## config.mk

```make
export PLATFORM = sky130hd
export DESIGN_NAME = game_regfile
export DESIGN_NICKNAME = d
export VERILOG_FILES = /design/src/rtl/game_regfile_pkg.sv /design/src/rtl/game_regfile_slot_allocator.sv /design/src/rtl/game_regfile.sv
export SDC_FILE = /design/constraint.sdc
export NUM_CORES = 2
export LEC_CHECK = 0
export CORE_AREA = 4 4 481 483
export CTS_BUF_LIST = sky130_fd_sc_hd__clkbuf_8
export DETAILED_ROUTE_END_ITERATION = 10
export DIE_AREA = 0 0 485 487
export MAX_ROUTING_LAYER = met4
export SLEW_MARGIN = 20
export SYNTH_ARGS = -nofsm -noshare
export SYNTH_HDL_FRONTEND = slang
export SYNTH_HIERARCHICAL = 1
export SYNTH_SLANG_ARGS = --single-unit
```

## constraint.sdc

```tcl
create_clock -name clock -period 11.61 [get_ports clock]
set_input_delay 2.322 -clock clock [delete_from_list [all_inputs] [get_ports clock]]
set_output_delay 2.322 -clock clock [all_outputs]
set_load 0.01 [all_outputs]
```

## src/rtl/game_regfile_pkg.sv

```systemverilog
// Shared constants for the game register file, the I/O controller and the assembler headers.
package game_regfile_pkg;

   localparam int unsigned DEF_DATA_WIDTH = 32;
   localparam int unsigned DEF_ADDR_WIDTH = 5;

   // Registers 1,2,3,6,7,8 are refreshed from the game peripherals.
   localparam logic [31:0] DEF_HW_MASK = 32'h0000_01CE;

   // Slot registers and the id range handed out by the allocator.
   localparam int unsigned DEF_SLOT_BASE = 4;
   localparam int unsigned DEF_NUM_SLOTS = 2;
   localparam int unsigned SLOT_W        = 4;
   localparam int unsigned DEF_SLOT_MIN  = 4;
   localparam int unsigned DEF_SLOT_MAX  = 9;

   // Register mirrored to the score display.
   localparam int unsigned DEF_WATCH_ADDR = 9;

   typedef logic [SLOT_W-1:0] slot_id_t;

   // Next round-robin start point after a grant, wrapping past the top id.
   function automatic slot_id_t rr_advance(input slot_id_t grant,
                                           input int unsigned slot_min,
                                           input int unsigned slot_max);
      if (grant == SLOT_W'(slot_max)) begin
         return SLOT_W'(slot_min);
      end
      return grant + SLOT_W'(1);
   endfunction

endpackage

```

## src/rtl/game_regfile_slot_allocator.sv

```systemverilog
// Combinational round-robin slot id allocator: picks the first free id at or
// after rr_ptr, wrapping to the bottom of the range.
module game_regfile_slot_allocator
   import game_regfile_pkg::*;
#(
   parameter int unsigned NUM_SLOTS = DEF_NUM_SLOTS,
   parameter int unsigned SLOT_MIN  = DEF_SLOT_MIN,
   parameter int unsigned SLOT_MAX  = DEF_SLOT_MAX
) (
   input  logic [NUM_SLOTS*SLOT_W-1:0] slot_fields,
   input  logic [NUM_SLOTS-1:0]        field_valid,
   input  slot_id_t                    rr_ptr,
   output logic                        grant_valid,
   output slot_id_t                    grant_id
);

   localparam int unsigned NUM_IDS = SLOT_MAX - SLOT_MIN + 1;

   logic [NUM_IDS-1:0] taken;
   logic [NUM_IDS-1:0] free_hi;
   logic [NUM_IDS-1:0] free_lo;

   // Mark every id currently held by a participating slot field.
   for (genvar j = 0; j < NUM_IDS; j++) begin : g_id
      logic [NUM_SLOTS-1:0] hit;
      for (genvar s = 0; s < NUM_SLOTS; s++) begin : g_slot
         assign hit[s] = field_valid[s] &&
                         (slot_fields[s*SLOT_W +: SLOT_W] == SLOT_W'(SLOT_MIN + j));
      end
      assign taken[j]   = |hit;
      assign free_hi[j] = !taken[j] && (SLOT_W'(SLOT_MIN + j) >= rr_ptr);
      assign free_lo[j] = !taken[j] && (SLOT_W'(SLOT_MIN + j) <  rr_ptr);
   end

   // Lowest free id at/after rr_ptr first, otherwise lowest free id below it.
   always_comb begin
      grant_valid = 1'b0;
      grant_id    = SLOT_W'(SLOT_MIN);
      for (int unsigned j = 0; j < NUM_IDS; j++) begin
         if (!grant_valid && free_hi[j]) begin
            grant_valid = 1'b1;
            grant_id    = SLOT_W'(SLOT_MIN + j);
         end
      end
      for (int unsigned j = 0; j < NUM_IDS; j++) begin
         if (!grant_valid && free_lo[j]) begin
            grant_valid = 1'b1;
            grant_id    = SLOT_W'(SLOT_MIN + j);
         end
      end
   end

endmodule

```

## src/rtl/game_regfile.sv

```systemverilog
// Game datapath register file: 2 read / 1 write ports, hardware-owned
// registers, auto-allocated slot registers and a watched display register.
module game_regfile
   import game_regfile_pkg::*;
#(
   parameter int unsigned                    DATA_WIDTH = DEF_DATA_WIDTH,
   parameter int unsigned                    ADDR_WIDTH = DEF_ADDR_WIDTH,
   parameter logic [(2**ADDR_WIDTH)-1:0]     HW_MASK    = DEF_HW_MASK,
   parameter int unsigned                    SLOT_BASE  = DEF_SLOT_BASE,
   parameter int unsigned                    NUM_SLOTS  = DEF_NUM_SLOTS,
   parameter int unsigned                    SLOT_MIN   = DEF_SLOT_MIN,
   parameter int unsigned                    SLOT_MAX   = DEF_SLOT_MAX,
   parameter int unsigned                    WATCH_ADDR = DEF_WATCH_ADDR
) (
   input  logic                                   clock,
   input  logic                                   ctrl_reset_n,
   input  logic                                   ctrl_writeEnable,
   input  logic [ADDR_WIDTH-1:0]                  ctrl_writeReg,
   input  logic [DATA_WIDTH-1:0]                  data_writeReg,
   input  logic [ADDR_WIDTH-1:0]                  ctrl_readRegA,
   input  logic [ADDR_WIDTH-1:0]                  ctrl_readRegB,
   output logic [DATA_WIDTH-1:0]                  data_readRegA,
   output logic [DATA_WIDTH-1:0]                  data_readRegB,
   input  logic [(2**ADDR_WIDTH)*DATA_WIDTH-1:0]  hw_write,
   output logic [NUM_SLOTS*DATA_WIDTH-1:0]        slot_read,
   output logic [DATA_WIDTH-1:0]                  watch_read,
   output logic                                   watch_changed,
   output logic                                   alloc_fail
);

   localparam int unsigned NUM_REGS = 2**ADDR_WIDTH;

   logic [DATA_WIDTH-1:0]       regs [NUM_REGS];
   slot_id_t                    rr_ptr;

   logic                        wr_writable_c;
   logic                        wr_slot_c;
   logic                        wr_alloc_c;
   slot_id_t                    wr_old_field_c;
   logic [DATA_WIDTH-1:0]       wr_value_c;
   logic [DATA_WIDTH-1:0]       watch_next_c;

   logic [NUM_SLOTS*SLOT_W-1:0] slot_fields;
   logic [NUM_SLOTS-1:0]        field_valid;
   logic                        grant_valid;
   slot_id_t                    grant_id;

   // Lanes of registers that are not hardware-owned are deliberately ignored.
   logic                        unused_hw_lanes;
   assign unused_hw_lanes = ^hw_write;

   // Write decode; no CPU write lands (or forwards) while reset is held.
   always_comb begin
      wr_writable_c  = ctrl_reset_n && ctrl_writeEnable &&
                       (ctrl_writeReg != '0) && !HW_MASK[ctrl_writeReg];
      wr_slot_c      = (32'(ctrl_writeReg) >= SLOT_BASE) &&
                       (32'(ctrl_writeReg) <  SLOT_BASE + NUM_SLOTS);
      wr_alloc_c     = wr_writable_c && wr_slot_c &&
                       (data_writeReg[SLOT_W-1:0] > SLOT_W'(SLOT_MAX));
      wr_old_field_c = regs[ctrl_writeReg][SLOT_W-1:0];
   end

   // Value the written register holds after the edge, including allocation.
   always_comb begin
      wr_value_c = data_writeReg;
      if (wr_alloc_c) begin
         wr_value_c[SLOT_W-1:0] = grant_valid ? grant_id : wr_old_field_c;
      end
   end

   // Slot fields presented to the allocator; the writer never blocks itself.
   for (genvar s = 0; s < NUM_SLOTS; s++) begin : g_slot
      assign slot_fields[s*SLOT_W +: SLOT_W] = regs[SLOT_BASE + s][SLOT_W-1:0];
      assign field_valid[s] = (ctrl_writeReg != ADDR_WIDTH'(SLOT_BASE + s));
      assign slot_read[s*DATA_WIDTH +: DATA_WIDTH] = regs[SLOT_BASE + s];
   end

   game_regfile_slot_allocator #(
      .NUM_SLOTS (NUM_SLOTS),
      .SLOT_MIN  (SLOT_MIN),
      .SLOT_MAX  (SLOT_MAX)
   ) u_slot_allocator (
      .slot_fields (slot_fields),
      .field_valid (field_valid),
      .rr_ptr      (rr_ptr),
      .grant_valid (grant_valid),
      .grant_id    (grant_id)
   );

   // Register storage: r0 tied low, hardware lanes, or CPU-written flops.
   for (genvar i = 0; i < NUM_REGS; i++) begin : g_reg
      if (i == 0) begin : g_zero
         assign regs[i] = '0;
      end else if (HW_MASK[i]) begin : g_hw
         logic [DATA_WIDTH-1:0] q;
         // Refresh from the peripheral lane every cycle.
         always_ff @(posedge clock or negedge ctrl_reset_n) begin
            if (!ctrl_reset_n) begin
               q <= '0;
            end else begin
               q <= hw_write[i*DATA_WIDTH +: DATA_WIDTH];
            end
         end
         assign regs[i] = q;
      end else begin : g_cpu
         logic [DATA_WIDTH-1:0] q;
         // Load on a CPU write addressed to this register.
         always_ff @(posedge clock or negedge ctrl_reset_n) begin
            if (!ctrl_reset_n) begin
               q <= '0;
            end else if (wr_writable_c && (ctrl_writeReg == ADDR_WIDTH'(i))) begin
               q <= wr_value_c;
            end
         end
         assign regs[i] = q;
      end
   end

   // Read ports with write-through forwarding for CPU-writable targets.
   always_comb begin
      data_readRegA = regs[ctrl_readRegA];
      if (ctrl_readRegA == '0) begin
         data_readRegA = '0;
      end else if (wr_writable_c && (ctrl_readRegA == ctrl_writeReg)) begin
         data_readRegA = wr_value_c;
      end

      data_readRegB = regs[ctrl_readRegB];
      if (ctrl_readRegB == '0) begin
         data_readRegB = '0;
      end else if (wr_writable_c && (ctrl_readRegB == ctrl_writeReg)) begin
         data_readRegB = wr_value_c;
      end
   end

   // Value the watched register will hold after the coming edge.
   always_comb begin
      watch_next_c = regs[WATCH_ADDR];
      if ((WATCH_ADDR != 0) && HW_MASK[WATCH_ADDR]) begin
         watch_next_c = hw_write[WATCH_ADDR*DATA_WIDTH +: DATA_WIDTH];
      end else if (wr_writable_c && (ctrl_writeReg == ADDR_WIDTH'(WATCH_ADDR))) begin
         watch_next_c = wr_value_c;
      end
   end

   assign watch_read = regs[WATCH_ADDR];

   // Round-robin pointer plus the change and allocation-failure pulses.
   always_ff @(posedge clock or negedge ctrl_reset_n) begin
      if (!ctrl_reset_n) begin
         rr_ptr        <= SLOT_W'(SLOT_MIN);
         watch_changed <= 1'b0;
         alloc_fail    <= 1'b0;
      end else begin
         watch_changed <= (watch_next_c != regs[WATCH_ADDR]);
         alloc_fail    <= wr_alloc_c && !grant_valid;
         if (wr_alloc_c && grant_valid) begin
            rr_ptr <= rr_advance(grant_id, SLOT_MIN, SLOT_MAX);
         end
      end
   end

endmodule

```

==> results.cfg <==
[status]
status = finished clean

[sta]
clock.fmax_mhz = 113
fin_setup_tns_ns = 0
fin_crit_sh_pct = 76.4
setup_ws_ns = 2.74
finalClockSkew_ns = 0.0662
slew_violations = 0
rsz0062_at_grt = no
relSlewSlack_pct = 23.4
finalSetupViolations = 0
fin_crit_ns = 8.87
finalHoldViolCount = 0
tightest_slew_ns = 1.15

[logic_synthesis]
synth_ff_type = dfrtp_1
postSynthCellCount = 4078
synth-edff-count = 0
synth_area_per_cell_um2 = 12.8
syn-cell-area_um2 = 52300
ys_async_sr_fraction_pct = 100
syn_nets = 5152
ys_seq_area_share_pct = 47.7
yosysWarnings = 6
synth_cell_types = 61
synth_seq_cells = 998

[hold_path]
hold_end = g_reg[30].g_cpu.q[10]
hold_class = reg2reg
hold_depth = 2
min_from = g_reg[30].g_cpu.q[10]

[setup_path]
end_kind = output pin
reg2reg_depth = 9
path_max_fanout = 28
r2r_slack_ns = 8.11
worstPathArrival_ns = 6.55
critical_path_required_ns = 9.29
rr_endpoint = watch_changed
crit_path_start_kind = input pin
r2r-start = g_reg[5].g_cpu.q[2]
worstSetupPathType = in2out

[grt]
grt_pass1_vias = 38900
grt_usage_pct = 18.1
grt_start_max_net_pins = 101
overflow = 0
grt_antenna_before_repair = 21
grt_first_pass_wirelength_um = 297000

[finish]
drive_gt1_share_pct = 31.2
area_growth_pct = 21.6
nNetsFinal = 5434
fin_cells = 7528
n_fill_cell = 23200
regArea_um2 = 25000
multi_input_area_um2 = 26000

[clocking]
clk-insertion-delay-late_ns = 0.94
clkSinkCount = 998
cts_made_buffers = 181
clk_path_buf_depth = 3
clk_pin_slew_ns = 0.06
post_cts_buffers = 0
root_buffer = clkbuf_8
cts_max_level = 4
cts_hold_buffers = 0
cts_resized = 0
cts_tree = yes

[power_and_ir_drop]
total_power_w = 0.00961
vdd_drop_max_v = 0.0000833
powerDensity_nw_per_um2 = 151
power_leakage_nw = 27.6

[floorplan]
io_pins = 1236
dieArea_um2 = 236000
core_area_um2 = 227000
dieWidth_um = 485
fp.dieH_um = 487
rows = 175
initial_core_util_pct = 23.1

[drt]
first_iter_violations = 3101
vias = 37200
viasPerCell = 4.95
drc = 0
routedWlPerCell_um = 27.9
ant_nets = 0
wl_um = 210000
dr.pass1.iters = 6

[place]
gp_congestion = 0.784
place_worst_setup_slack_ns = 2.70
port_buffers = 403
place_hpwl_um = 132000
place_inst = 7184

[run]
drv_cap = 0
## worst max-delay path by stage
stage	start	endpoint	slack, ns	depth (start not counted)
after floorplan	ctrl_writeReg[3]	data_readRegA[2]	3.89	13
after global routing	ctrl_writeReg[1]	data_readRegA[0]	2.51	14
after CTS	ctrl_writeReg[1]	data_readRegA[0]	2.70	14
after detailed placement	ctrl_writeReg[1]	data_readRegA[0]	2.70	14
final	ctrl_writeReg[1]	data_readRegA[0]	2.74	14
after global placement	ctrl_writeReg[1]	data_readRegA[0]	2.74	14
## cells in the mapped netlist, drive strengths merged (7+ instances only)
master | n | area, um^2
a21oi | 43 | 215
a22o | 68 | 596
a31oi | 7 | 58.8
buf | 127 | 577
clkbuf | 263 | 987
dfrtp | 997 | 24900
inv | 15 | 56.3
mux2 | 408 | 4590
mux2i | 78 | 781
mux4 | 579 | 13000
nand2 | 1048 | 3930
nand3 | 13 | 65.1
nand4 | 8 | 50.1
nor2 | 69 | 259
nor2b | 9 | 56.3
nor3 | 8 | 40.0
o21ai | 231 | 1160
xnor2 | 24 | 210
xor2 | 7 | 61.3
## cells by family after synthesis
logic type	after synthesis	share of synthesized area, %
XOR/XNOR	31	0.519
flip-flops	998	47.7
buffers and inverters	405	3.10
AO/OA/AOI/OAI	384	4.46
other	1	0.00717
AND/OR/NAND/NOR	1194	8.98
multiplexers	1065	35.2
## area by class of cell
type / instances / share of cell area [%]
multi-input combinational: 2675 / 40.9
sequential: 998 / 39.3
timing repair buffer: 489 / 7.57
tap: 3009 / 5.92
clock buffer: 228 / 4.93
clock inverter: 99 / 1.22
inverter: 15 / 0.0885
antenna: 15 / 0.0590
## registers in the layout, indices dropped and copies added, names as in the netlist
| register | flops |
|---|---|
| alloc_fail | 1 |
| g.g_cpu.q | 768 |
| g.g_hw.q | 192 |
| rr_ptr | 4 |
| watch_changed | 1 |
| watch_read | 32 |
## critical path, cell delays in order
cell and delay [ns]:
clkdlybuf4s50_1 0.46, buf_4 0.34, nor2_1 0.12, nand2_1 0.13, and4b_4 0.27, a221oi_2 0.08
or3_4 0.44, nor4_1 0.22, or3_1 0.26, nand2_1 0.13, a31oi_4 0.74, nor2_1 0.11
a21oi_1 0.30, clkdlybuf4s50_1 0.62
## power breakdown
part	internal, W	switching (W)
Sequential	0.00387	0.000325
Clock	0.00195	0.00166
Combinational	0.000962	0.000837
## layout by cell type, fill, tap and decap left out, types with 6 or more instances in the layout
cell type,n
nor2_1,58
buf_4,80
inv_12,6
clkbuf_8,228
bufinv_16,7
mux4_2,579
nand4_1,8
diode_2,15
xnor2_1,24
a22oi_1,6
o21ai_0,231
a22o_1,68
nand3_1,6
nand2_1,1031
nand2_4,17
a31oi_1,6
nor2b_1,7
buf_12,6
clkdlybuf4s50_1,391
nand3_4,7
xor2_1,7
clkinv_2,15
nor2_4,11
inv_1,74
nor3_1,7
dfrtp_1,997
mux2_2,408
mux2i_1,78
a21oi_1,43
## through the flow
stage	util, %	hold slack [ns]	instance area (um^2)
floorplan	-	0.448	52300
global placement	26.3	0.473	59600
detailed placement	26.3	0.480	59600
CTS	28.0	0.496	63500
global route	28.0	0.517	63600
finish	28.0	0.493	63600
## routing by layer
metal	vias up	wire, um	part of all wire (%)	global-route usage (%)
li1	15500	-	-	-
met1	19600	84200	40	22.1
met2	1748	99800	48	28.3
met3	406	16300	7.8	4.41
met4	0	9720	4.6	8.05
met5	-	0	0	-
No activity file was read; power rests on OpenSTA's default activity.
